[config.mk]
export PLATFORM = sky130hd
export DESIGN_NAME = acc_access_ctrl
export DESIGN_NICKNAME = d
export VERILOG_FILES = /design/src/rtl/acc_access_ctrl.sv
export SDC_FILE = /design/constraint.sdc
export NUM_CORES = 1
export LEC_CHECK = 0
export ABC_AREA = 1
export BUFFER_PORTS_ARGS = -buffer_cell sky130_fd_sc_hd__buf_4
export CORE_MARGIN = 2
export CORE_UTILIZATION = 44
export DETAILED_ROUTE_END_ITERATION = 6
export GPL_TIMING_DRIVEN = 0
export PLACE_DENSITY = 0.68
export SYNTH_ARGS = -nofsm -noshare
export SYNTH_HDL_FRONTEND = slang
export SYNTH_SLANG_ARGS = --single-unit
export TNS_END_PERCENT = 30
[constraint.sdc]
create_clock -name clk -period 2.2 [get_ports clk]
set_input_delay 0.33 -clock clk [delete_from_list [all_inputs] [get_ports clk]]
set_output_delay 0.33 -clock clk [all_outputs]
set_load 0.03 [all_outputs]
[src/rtl/acc_access_ctrl.sv]
// acc_access_ctrl: request/response front end for a 4-entry 8-bit accumulator
// register file. It handles READ, WRITE, ADD (read-modify-write) and CLEAR.
// All outputs are registered; each one is loaded for the state being entered.
//
// state | meaning
// IDLE  | reqReady=1, waiting for a request
// RD    | rfAddress driven, rfOutData captured into holdReg
// WR    | one-cycle write strobe with computed write data
// RESP  | rspValid=1, waiting for rspReady
module acc_access_ctrl #(
  parameter int ADDR_W = 13,
  parameter int IDX_W  = 2
) (
  input  logic              clk,
  input  logic              rst,
  input  logic              reqValid,
  output logic              reqReady,
  input  logic [1:0]        reqOp,
  input  logic [IDX_W-1:0]  reqIdx,
  input  logic [7:0]        reqData,
  output logic              rspValid,
  input  logic              rspReady,
  output logic [7:0]        rspData,
  output logic              rspCarry,
  output logic [ADDR_W-1:0] rfAddress,
  output logic [7:0]        rfInData,
  output logic              rfWriteEn,
  input  logic [7:0]        rfOutData
);

  localparam logic [1:0] OP_READ  = 2'b00;
  localparam logic [1:0] OP_WRITE = 2'b01;
  localparam logic [1:0] OP_ADD   = 2'b10;
  localparam logic [1:0] OP_CLEAR = 2'b11;

  typedef enum logic [1:0] {
    IDLE = 2'd0,
    RD   = 2'd1,
    WR   = 2'd2,
    RESP = 2'd3
  } state_t;

  state_t     state;
  logic [1:0] opReg;
  logic [7:0] dataReg;
  logic [7:0] holdReg;
  logic       carryReg;

  // The ADD sum is taken from rfOutData directly on the RD->WR edge, which is
  // the same value holdReg captures on that edge.
  logic [8:0] addSum;
  assign addSum = {1'b0, rfOutData} + {1'b0, dataReg};

  // Sequencer: state, latched request and all registered outputs.
  always_ff @(posedge clk or negedge rst) begin
    if (!rst) begin
      state     <= IDLE;
      opReg     <= OP_READ;
      dataReg   <= 8'h00;
      holdReg   <= 8'h00;
      carryReg  <= 1'b0;
      reqReady  <= 1'b1;
      rspValid  <= 1'b0;
      rspData   <= 8'h00;
      rspCarry  <= 1'b0;
      rfAddress <= '0;
      rfInData  <= 8'h00;
      rfWriteEn <= 1'b0;
    end else begin
      case (state)
        IDLE: begin
          if (reqValid) begin
            opReg     <= reqOp;
            dataReg   <= reqData;
            reqReady  <= 1'b0;
            rfAddress <= {{(ADDR_W-IDX_W){1'b0}}, reqIdx};
            if (reqOp == OP_READ || reqOp == OP_ADD) begin
              state <= RD;
            end else begin
              state     <= WR;
              rfWriteEn <= 1'b1;
              rfInData  <= (reqOp == OP_WRITE) ? reqData : 8'h00;
            end
          end
        end
        RD: begin
          holdReg <= rfOutData;
          if (opReg == OP_ADD) begin
            state     <= WR;
            rfWriteEn <= 1'b1;
            rfInData  <= addSum[7:0];
            carryReg  <= addSum[8];
          end else begin
            state    <= RESP;
            rspValid <= 1'b1;
            rspData  <= rfOutData;
            rspCarry <= 1'b0;
          end
        end
        WR: begin
          state     <= RESP;
          rfWriteEn <= 1'b0;
          rfInData  <= 8'h00;
          rspValid  <= 1'b1;
          rspData   <= rfInData;
          rspCarry  <= (opReg == OP_ADD) ? carryReg : 1'b0;
        end
        RESP: begin
          if (rspReady) begin
            state     <= IDLE;
            rspValid  <= 1'b0;
            reqReady  <= 1'b1;
            rfAddress <= '0;
          end
        end
        default: begin
          state <= IDLE;
        end
      endcase
    end
  end

endmodule
==> insert_results.sql <==
INSERT INTO impl_metrics (metric_group, metric, value, unit) VALUES
('status', 'run_status', 'finished, final reports clean', ''),
('worst_setup_path', 'slowest_stage', 'sky130_fd_sc_hd__dfrtp_1', ''),
('pwr', 'switching_share', '46.8', '%'),
('layout', 'diodes', '0', ''),
('worst_setup_path', 'worst_setup_path_start_kind', 'register', ''),
('floorplanning', 'chipWidth', '74.5', 'microns'),
('routing', 'ant_nets', '0', ''),
('layout', 'fin_util', '58.3', '%'),
('worst_setup_path', 'critPathMaxFanout', '3', ''),
('synthesis', 'synth_xor_xnor_area_share', '0', '%'),
('routing', 'routedWlPerCell', '12.2', 'microns'),
('pwr', 'total_power', '4.56', 'mW'),
('floorplanning', 'design.die.area', '0.00555', 'sq mm'),
('global_route', 'global_route.overflow_total', '0', ''),
('place', 'dp_hpwl', '3.90', 'mm'),
('cts', 'holdBufCountCts', '1', ''),
('routing', 'drt-total-wl', '4.81', 'mm'),
('pwr', 'power.share.combinational', '61.1', '%'),
('cts', 'clock_insertion_delay_worst_skew', '290', 'ps'),
('synthesis', 'synth-seq-cells', '35', ''),
('cts', 'cts.path.max_buffers', '2', ''),
('sta', 'fin_setup_tns', '0', 'ps'),
('floorplanning', 'floorplan.core_area', '0.00475', 'sq mm'),
('cts', 'cts_num_sinks', '35', ''),
('cts', 'cts.repair_timing.setup_buffer_count', '0', ''),
('sta', 'finalClockSkew', '9.69', 'ps'),
('synthesis', 'synth_area_per_inst', '8.31', 'sq um'),
('pwr', 'power-per-cell-area', '1640', 'mW/mm^2'),
('cts', 'ctsRootBufferMaster', 'sky130_fd_sc_hd__clkbuf_8', ''),
('cts', 'tritoncts', 'built', ''),
('layout', 'nFillCells', '475', ''),
('sta', 'rsz0062_at_grt', 'false', ''),
('synthesis', 'syn-cell-area', '0.00219', 'sq mm'),
('synthesis', 'post_synth_num_cell_types', '37', ''),
('sta', 'fin_crit', '1630', 'ps'),
('layout', 'area_growth', '26.8', '%'),
('layout', 'final_layout_size_suffix_gt1_share', '31.8', '%'),
('global_route', 'antenna_found_initial', '0', ''),
('synthesis', 'synth-compound-area-share', '15.5', '%'),
('place', 'number_of_port_buffers', '45', ''),
('synthesis', 'largest_family_of_logic_cells_by_synthesized_area', 'simple AND/OR/NAND/NOR gates', ''),
('sta', 'final-max-slew-violation-count', '0', ''),
('pwr', 'clkPwrFrac', '13.4', '%'),
('routing', 'vias', '1816', ''),
('synthesis', 'synthCells', '263', ''),
('global_route', 'first_global_vias', '1646', ''),
('sta', 'fmax', '0.614', 'GHz'),
('worst_setup_path', 'timing.setup.critical_path_class', 'register to register', ''),
('pwr', 'pleak', '1.41', 'nW'),
('job', 'drv.max_cap_violation_count', '0', ''),
('global_route', 'grt_start_max_net_pins', '36', ''),
('cts', 'clkSlewWorstSetupHoldPaths', '80', 'ps'),
('worst_setup_path', 'critical_path.cell_chain', 'ha_1 > inv_1 > fa_1 > inv_1 > nand2_1 > nand2_1 > and2_4 > or2_0 > nand3_2 > a21oi_2', ''),
('worst_setup_path', 'cp_data_arrival_time', '1850', 'ps'),
('synthesis', 'yosys.area.top_type_share', '38.9', '%'),
('layout', 'final-instance-count-excl-fill', '394', ''),
('synthesis', 'synthAdderAreaFrac', '8.36', '%'),
('cts', 'ctsHtreeMaxLevel', '2', ''),
('synthesis', 'synth.top_cells.by_area', 'sky130_fd_sc_hd__dfrtp_1 39%, sky130_fd_sc_hd__nand2_1 13%, sky130_fd_sc_hd__ha_1 7.4%', ''),
('synthesis', 'synth.area.mux_share', '0', '%'),
('pwr', 'net-switching-power', '2.13', 'mW'),
('floorplanning', 'num_rows', '25', ''),
('floorplanning', 'die_height', '74.5', 'microns'),
('routing', 'drt_pre_antenna_iters', '4', ''),
('synthesis', 'yosysSeqAreaShare', '40.1', '%'),
('sta', 'final_min_period_over_clock_period', '74.0', '%'),
('routing', 'drt_iter0_markers', '93', ''),
('synthesis', 'synth_area_leader_cell', 'sky130_fd_sc_hd__dfrtp_1', ''),
('pwr', 'internal_power_summed_over_all_cells', '2.43', 'mW'),
('hold_path', 'min_path_type', 'input port to register', ''),
('cts', 'number_of_buffers_created_by_cts', '5', '');
-- metal layers --
metal	vias to the layer above	share of wire (%)	track usage (%)
li1	952	-	-
met1	814	47	26.9
met2	43	46	29.5
met3	7	4.5	2.85
met4	0	1.8	7.74
met5	-	0	0
-- cells in the mapped netlist (all sizes together) --
cell type  count
conb           1
dfstp          1
buf           15
clkbuf         1
nand3b         3
a32o           1
ha            13
a21oi         17
or2            3
fa             1
nand3         12
nand4          2
a22oi          1
o21a           1
a31oi          9
o21ai         12
dfrtp         34
inv           30
nor2          26
o22ai          3
and2           1
nand2         76
-- stage by stage --
| step | hold WS (ps) | setup WS [ps] | area, sq um |
|---|---|---|---|
| floorplan | 34.4 | 666 | 2220 |
| global placement | 307 | 487 | 2650 |
| detailed placement | 316 | 463 | 2650 |
| CTS | 255 | 558 | 2770 |
| global route | 274 | 399 | 2770 |
| finish | 257 | 572 | 2770 |
-- cell type report --
| cell class | count | area, sq um | area share (%) |
|---|---|---|---|
| well taps | 67 | 83.8 | 3.02 |
| clock buffers | 6 | 82.6 | 2.98 |
| repair buffers | 46 | 348 | 12.5 |
| clock inverters | 2 | 35.0 | 1.26 |
| plain buffers | 16 | 128 | 4.60 |
| multi-input cells | 192 | 1100 | 39.8 |
| inverters | 30 | 115 | 4.15 |
| flip-flops and latches | 35 | 877 | 31.6 |
-- cell usage in the layout (no fill, tap or decap), drive strengths merged, types with 7 or more instances in the layout --
master and count:
nand3 12, dfrtp 34, nand2 76, conb 11, nor2 26, o21ai 12, inv 30, ha 13
buf 60, a31oi 9, clkbuf 7, a21oi 17
-- logic make-up after synthesis --
kind of cell | after synthesis
AO/OA/AOI/OAI | 44
adder cells (fa/ha/maj) | 14
buffers and inverters | 46
flip-flops | 35
other | 1
AND/OR/NAND/NOR | 123
-- power groups by stage --
stage / logic (mW) / registers, mW / clock network, mW
5_1_grt: 3.10 / 1.20 / 0.639
3_3_place_gp: 2.75 / 1.17 / 0
6_report: 2.78 / 1.17 / 0.609
2_1_floorplan: 1.76 / 1.51 / 0
3_5_place_dp: 2.80 / 1.18 / 0
4_1_cts: 2.82 / 1.17 / 0.620
-- sequential cells by signal (all words and copies together), names as in the netlist --
register   count
carryReg       1
dataReg        8
opReg          2
reqReady       1
rfAddress      2
rfInData       8
rfWriteEn      1
rspCarry       1
rspData        8
rspValid       1
state          2
-- worst max-delay path, delay by kind of cell (launching register included) --
family / cells / cell delay, ps
AO/OA/AOI/OAI: 1 / 110
flip-flops: 1 / 350
AND/OR/NAND/NOR: 5 / 450
buffers and inverters: 2 / 140
adder cells (fa/ha/maj): 2 / 510
-- worst paths after layout --
path / startpoint / to / slack (ps) / depth (start not counted)
max: dataReg[0] / rfInData[4] / 570 / 10
min: reqData[6] / dataReg[6] / 260 / 3
max reg2reg: dataReg[0] / rfInData[4] / 570 / 10
min reg2reg: reqReady / reqReady / 480 / 2
max in group asynchronous: rst / reqReady / 1330 / 2
min in group asynchronous: rst / dataReg[4] / 530 / 2
Note: power is estimated with default switching activity, not from simulation.
